`config.mk`:
```
export PLATFORM = sky130hd
export DESIGN_NAME = demux116_tdm
export DESIGN_NICKNAME = d
export VERILOG_FILES = /design/src/rtl/demux116_tdm.sv
export SDC_FILE = /design/constraint.sdc
export NUM_CORES = 1
export LEC_CHECK = 0
export BUFFER_PORTS_ARGS = -buffer_cell sky130_fd_sc_hd__clkbuf_2
export CAP_MARGIN = 20
export CORE_AREA = 2 2 85 63
export CTS_CLUSTER_SIZE = 30
export DETAILED_ROUTE_END_ITERATION = 12
export DIE_AREA = 0 0 87 65
export PLACE_DENSITY = 0.78
export SLEW_MARGIN = 20
export SYNTH_ARGS = -nofsm -noshare
export SYNTH_HDL_FRONTEND = slang
export SYNTH_SLANG_ARGS = --single-unit
```
`constraint.sdc`:
```
create_clock -name clk -period 3 [get_ports clk]
set_input_delay 0 -clock clk [delete_from_list [all_inputs] [get_ports clk]]
set_output_delay 0 -clock clk [all_outputs]
set_load 0.005 [all_outputs]
```
`src/rtl/demux116_tdm.sv`:
```
// demux116_tdm -- registered 1-to-16 time-division demultiplexer.
//
// Accepts WIDTH-bit beats over a valid/ready handshake and writes them into
// 16 held channel registers, either round-robin (mode=0) or by explicit
// channel select (mode=1). Once all 16 channels are written, the frame is
// held and in_ready drops until the consumer acknowledges it with out_ack.
//
// Ports:
//   clk        rising-edge clock
//   rst_n      asynchronous active-low reset
//   clr        synchronous frame abort/clear (highest priority)
//   in_valid   beat on d/sel is valid
//   in_ready   block can accept a beat this cycle (FILL state)
//   d          beat data
//   sel        target channel (addressed mode only)
//   mode       0 = sequential, 1 = addressed; latched on a frame's first accept
//   out_ack    consumer has taken the held frame
//   q          channel registers, channel k at q[k*WIDTH +: WIDTH]
//   q_valid    per-channel written flags
//   frame_done one-cycle pulse after the frame-completing accept
//   dup_err    one-cycle pulse after an addressed rewrite of a valid channel
module demux116_tdm #(
    parameter int WIDTH = 1
) (
    input  logic                  clk,
    input  logic                  rst_n,
    input  logic                  clr,
    input  logic                  in_valid,
    output logic                  in_ready,
    input  logic [WIDTH-1:0]      d,
    input  logic [3:0]            sel,
    input  logic                  mode,
    input  logic                  out_ack,
    output logic [16*WIDTH-1:0]   q,
    output logic [15:0]           q_valid,
    output logic                  frame_done,
    output logic                  dup_err
);

    typedef enum logic {
        FILL = 1'b0,
        HOLD = 1'b1
    } state_t;

    state_t      state;
    state_t      state_nxt;
    logic [3:0]  ptr;
    logic        mode_lat;

    logic        accept;
    logic        eff_mode;
    logic [3:0]  chan;
    logic [15:0] qv_set;
    logic        complete;
    logic        dup;

    // The mode input only matters on the first accept of a frame (no channel
    // written yet); afterwards the latched copy governs the whole frame.
    assign eff_mode = (q_valid == 16'h0000) ? mode : mode_lat;
    assign chan     = eff_mode ? sel : ptr;
    assign accept   = in_valid && (state == FILL) && !clr;
    assign qv_set   = q_valid | (16'd1 << chan);
    assign complete = accept && (eff_mode ? (qv_set == 16'hFFFF) : (ptr == 4'd15));
    assign dup      = accept && eff_mode && q_valid[chan];

    always_ff @(posedge clk or negedge rst_n) begin
        if (!rst_n) begin
            state <= FILL;
        end else begin
            state <= state_nxt;
        end
    end

    always_comb begin
        state_nxt = state;
        in_ready  = (state == FILL);
        if (clr) begin
            state_nxt = FILL;
        end else begin
            case (state)
                FILL:    if (complete) state_nxt = HOLD;
                HOLD:    if (out_ack)  state_nxt = FILL;
                default: state_nxt = FILL;
            endcase
        end
    end

    always_ff @(posedge clk or negedge rst_n) begin
        if (!rst_n) begin
            q          <= '0;
            q_valid    <= '0;
            ptr        <= '0;
            mode_lat   <= 1'b0;
            frame_done <= 1'b0;
            dup_err    <= 1'b0;
        end else begin
            frame_done <= complete;
            dup_err    <= dup;
            if (clr) begin
                q          <= '0;
                q_valid    <= '0;
                ptr        <= '0;
                frame_done <= 1'b0;
                dup_err    <= 1'b0;
            end else if (accept) begin
                q[chan*WIDTH +: WIDTH] <= d;
                q_valid                <= qv_set;
                mode_lat               <= eff_mode;
                if (!eff_mode) begin
                    ptr <= ptr + 4'd1;
                end
            end else if ((state == HOLD) && out_ack) begin
                // Release the frame; data stays on q for the consumer.
                q_valid <= '0;
                ptr     <= '0;
            end
        end
    end

endmodule

```
Word-level counts from Yosys, hierarchy flattened
Cells that the tools add are included.

Register bits after elaboration: 40. Latch bits: 0. Memory bits (writable): 0. ROM bits: 0. Logic and storage cells: 52. Memories kept: 0.

Add/sub/neg operators: 2. Multiply operators: 0. Div/mod/pow operators: 0. Magnitude comparators: 1. Eq/ne operators: 3. Shift operators: 3. Mux-type cells: 21. Bitwise logic cells: 3. Reductions and logical operators: 12.

Operators with widths (number): $mux 16 (5); $neg 4->34 (1); $shift 1x34->16 const A (1); $shiftx 1x34->16 (1); $mux 4 (5); $bwmux 16 (1); $eq 16x16->1 const B (1); $logic_not 16->1 (1); $or 16x16->16 (1); $shl 1x4->16 const A (1); $mux 1 (8); $logic_and 1x1->1 (6); $lt 4x5->1 const B (1); $add 4x1->4 const B (1); $bmux 1 s4 (1); $eq 4x4->1 const B (1); $reduce_and 2->1 (2); $ne 3x3->1 const B (1); $reduce_bool 3->1 (1); $not 1->1 (2); $pmux 1 s2 (1); $reduce_bool 2->1 (1); $logic_not 1->1 (1).

Longest topological paths before layout
Word-level depth: 11. Depth in mapped cells: 12. Gate-level depth less buffers: 12.

Worst setup path after synthesis
OpenSTA, ideal clock, no wires.

Path kind: register to register. Start point: reg q_valid[9]. End point: reg q[0]. Setup time: 0.119 ns. Arrival: 3.052 ns. Required time: 2.881 ns. Setup slack: -0.171 ns. Cell stages (with the launch flop): 13. Buffers on the path: 1. Cell sequence: dfrtp_1 -> nor4_2 -> nand4_1 -> mux2i_4 -> buf_8 -> mux2i_2 -> inv_1 -> nor2_1 -> ha_1 -> nand2b_1 -> nor4b_1 -> mux2i_1 -> nor2_1.

Longest elaborated chain between the ends: 8. Elaborated cells on any way between the ends: 9.

Ends and longest elaborated chain: start: declaration (line 35) `output logic [15:0] q_valid,`; start signal: assignment (line 107) `q_valid <= qv_set;`; $logic_not 16->1 (*) (line 59) `assign eff_mode = (q_valid == 16'h0000) ? mode : mode_lat;`; $mux 1 (*) (line 59); $mux 4 (*) (line 60) `assign chan = eff_mode ? sel : ptr;`; $neg 4->34 (*) (line 106) `q[chan*WIDTH +: WIDTH] <= d;`; $shiftx 1x34->16 / $shift 1x34->16 (equally long branches) (line 106); $bwmux 16 (*) (line 106); $mux 16 (*) (line 105) `end else if (accept) begin`; $mux 16 (*) (line 99) `if (clr) begin`; end signal: assignment (line 90) `q <= '0;`; end signal: assignment (line 100) `q <= '0;`; end signal: indexed assignment (line 106); end: declaration (line 34) `output logic [16*WIDTH-1:0] q,`.

Every way passes the cells marked *; elsewhere a longest branch is shown, timed or not. The select of a mux whose other input is x is not followed. A chain may end at the register's enable or synchronous reset.

Worst setup path after layout
Start point: reg q_valid[10]. End point: reg q[13].

Same word-level chain as after synthesis.

==> metrics.txt <==
status finished with violations; violations in the final reports negative setup slack; critical path data required time approximately 3200 ps; number of max-slew violations in the final report 0; crit-path most repeated cell buf_4; routed len/inst 18.9 um; headroom to the max-slew limit 42.4%; overall routing resource usage 27.5%; Async S/R FF share, synth 100%; setup repair after global routing missed its margin true; # diodes 0; Remaining DRCs 0; worst setup path class flip-flop to flip-flop; share of total power in the clock network 19.9%; Switch Pwr 0.591 mW; average size of a mapped cell around 9.3 sq um; antenna violations before repair 0; violation count after the first detailed-routing iteration 365; # port buffers 45; clock net sink count 40; slack of the critical path -14.6 ps; Synthesized Nets around 270; proportion of power drawn by combinational gates 43.6%; Placed Area 2900 sq um; Synth Register Bits 40; clock-pin slew on the worst setup and hold paths 70 ps; tightest hold margin 22.3 ps; portion of total power attributed to sequential cells 36.4%; maximum single-stage delay on the critical path 420 ps; Util after Layout 63.6%; sequential cell area fraction in the yosys report 42.6%; WP data arrival roughly 3200 ps; number of global-route vias before repair between 2000 and 2500; instance count of the mapped netlist ~250; global placement routability congestion 1.03; clock tree buffer depth 2; startpoint types flip-flop; critical path peak fanout 9; clock period minus worst slack 3010 ps; worst clock skew on the final layout 4.20 ps; Internal 1.03 mW; final setup fails 2; mapped cell area around 2400 sq um; maximum number of pins on one net before global-route repair a little over 40; achievable clock frequency 0.332 GHz; antenna violation net count after detailed routing 0; number of H-tree levels 2; final HPWL from detailed placement 5450 um; vias post-DR 2455; overall die height 65 um; die footprint between 5000 and 6000 sq um; worst-path cell chain nor4_4 -> nand4_1 -> mux2i_4 -> buf_4 -> buf_4 -> buf_4 -> mux2i_2 -> nor2_1 -> or3_4 -> or3_4 -> o21ai_1; main area contributors after synthesis dfrtp_1 43%, o311ai_0 6.0%, o21ai_0 5.3%, mux2i_1 4.7%, nor2_1 3.4%; fin crit share 100%; Core Footprint 4930 sq um; horizontal die dimension around 87 um; Switching Share between 30% and 40%; Layout area overhead 33.2%; critical path endpoint category flip-flop; area share of the largest cell type after synthesis 42.6%; number of standard-cell rows in the floorplan 22; global-route wire length before repair 11600 um; Initial Utilization between 40% and 50%; Worst-Skew Late Latency approximately 300 ps; aggregate routed wire length about 7400 um; number of synthesized flops with an enable pin 0; Critical path buffers and inverters 3; kind of cell adding the most delay to the critical path simple AND/OR/NAND/NOR gates; cell chosen for the clock root clkbuf_8; layout cells sized above 1 a little over a third; via density per instance 6.26; post-synth cell types 44; leading post-synthesis cells by instance count 40 x dfrtp_1, 25 x o21ai_0, 21 x nor2_1, 20 x nand2_1, 16 x o311ai_0; TritonCTS buffer count 5; post-route cell area 3130 sq um; Congestion Overflow GR 0; Top Ports 46; total power density per cell area 518 nW/um^2; leakage component of the power 1.43 nW; Worst Tran Pin Value 864 ps; setup total negative slack -26.9 ps; count of final hold-check violations 0; Synth area leader dfrtp_1; Final nets approximately 350; dominant cell by count in the synthesized netlist dfrtp_1; CTS tree done; type of the tightest min-delay check input port to flip-flop; Max Cap Violations 0; drt first pass iters 5; count of warnings emitted by yosys 0; Slowest cell on crit path dfrtp_1; maximum VDD drop around 260 uV; main flop type after synthesis dfrtp_1
[area by class of cell]
type,instances,area (sq um)
Clock buffer,5,68.8
Fill cell,418,1790
Inverter,9,33.8
Multi-Input combinational cell,191,1400
Sequential cell,40,1000
Tap cell,60,75.1
Timing Repair Buffer,87,553
[worst paths after layout]
check | depth (start not counted) | to | slack (ps) | from
worst max-delay path | 11 | q[13] | -10 | q_valid[10]
worst min-delay path | 3 | q[0] | 20 | d
worst max register to register | 11 | q[13] | -10 | q_valid[10]
worst min register to register | 2 | q[0] | 530 | q[0]
max in group asynchronous | 2 | ptr[2] | 2110 | rst_n
min in group asynchronous | 2 | q_valid[10] | 350 | rst_n
[tightest hold or removal path: stages]
cell      delay (ps)
clkbuf_2         120
mux2i_1           80
nor2_1            80
[cell usage in the layout, fill, tap and decap left out, drive strengths merged, types with 5 or more instances in the layout]
| cell | count |
|---|---|
| mux2 | 5 |
| buf | 41 |
| o311ai | 16 |
| nand3 | 6 |
| nor4 | 5 |
| o221ai | 5 |
| a31oi | 6 |
| o21ai | 28 |
| nor2b | 8 |
| dfrtp | 40 |
| nand4 | 7 |
| mux2i | 14 |
| clkbuf | 49 |
| nor2 | 21 |
| nand2 | 20 |
| nor3 | 5 |
| a21oi | 12 |
| inv | 9 |
[metal layers]
| metal | GRT usage, % | vias to the layer above | wire [um] | part of all wire [%] |
|---|---|---|---|---|
| met5 | 0 | - | 0 | 0 |
| met4 | 8.01 | 0 | 74 | 1.0 |
| met3 | 5.35 | 8 | 625 | 8.4 |
| met2 | 38.6 | 136 | 3190 | 43 |
| met1 | 42.5 | 1188 | 3540 | 48 |
| li1 | - | 1123 | - | - |
[state kept, by name (all words and copies together) (netlist names)]
signal,flops
q_valid,16
mode_lat,1
dup_err,1
ptr,4
frame_done,1
state,1
q,16
[through the flow]
stage               power (mW)  cells  setup slack (ps)
floorplan                0.971    252             -10.4
global placement          1.17    379             -16.5
finish                    1.62    392             -14.6
CTS                       1.54    387              21.9
detailed placement        1.19    379              -109
global route              1.70    392             -93.1
[cell families (layout without fill, tap and decap cells)]
| kind of cell | Yosys count | after routing | share of synthesized area, % |
|---|---|---|---|
| xor gates and xnor gates | 2 | 2 | 0.745 |
| and+or+nand+nor | 86 | 86 | 18.9 |
| DFF | 40 | 40 | 42.6 |
| AOI/OAI and AO/OA | 79 | 80 | 22.2 |
| muxes | 19 | 19 | 9.36 |
| buffers and inverters | 22 | 101 | 4.04 |
| adders and majority gates | 4 | 4 | 2.13 |
[power by group through the flow]
stage                     sequential [mW]  combinational (mW)  clock, mW
after floorplan                     0.595               0.376          0
after global placement              0.598               0.575          0
after detailed placement            0.599               0.588          0
after CTS                           0.589               0.622      0.325
after global routing                0.596               0.757      0.351
final                               0.592               0.709      0.323
[timing repair]
item                       CTS  global route
setup buffers                1             4
hold endpoints to repair    41             0
gates resized for setup      7            26
setup endpoints to repair   10            19
pin swaps                    2             4
hold buffers                 2             0
cloned                       0             1
Note: power is estimated with default switching activity, not from simulation.
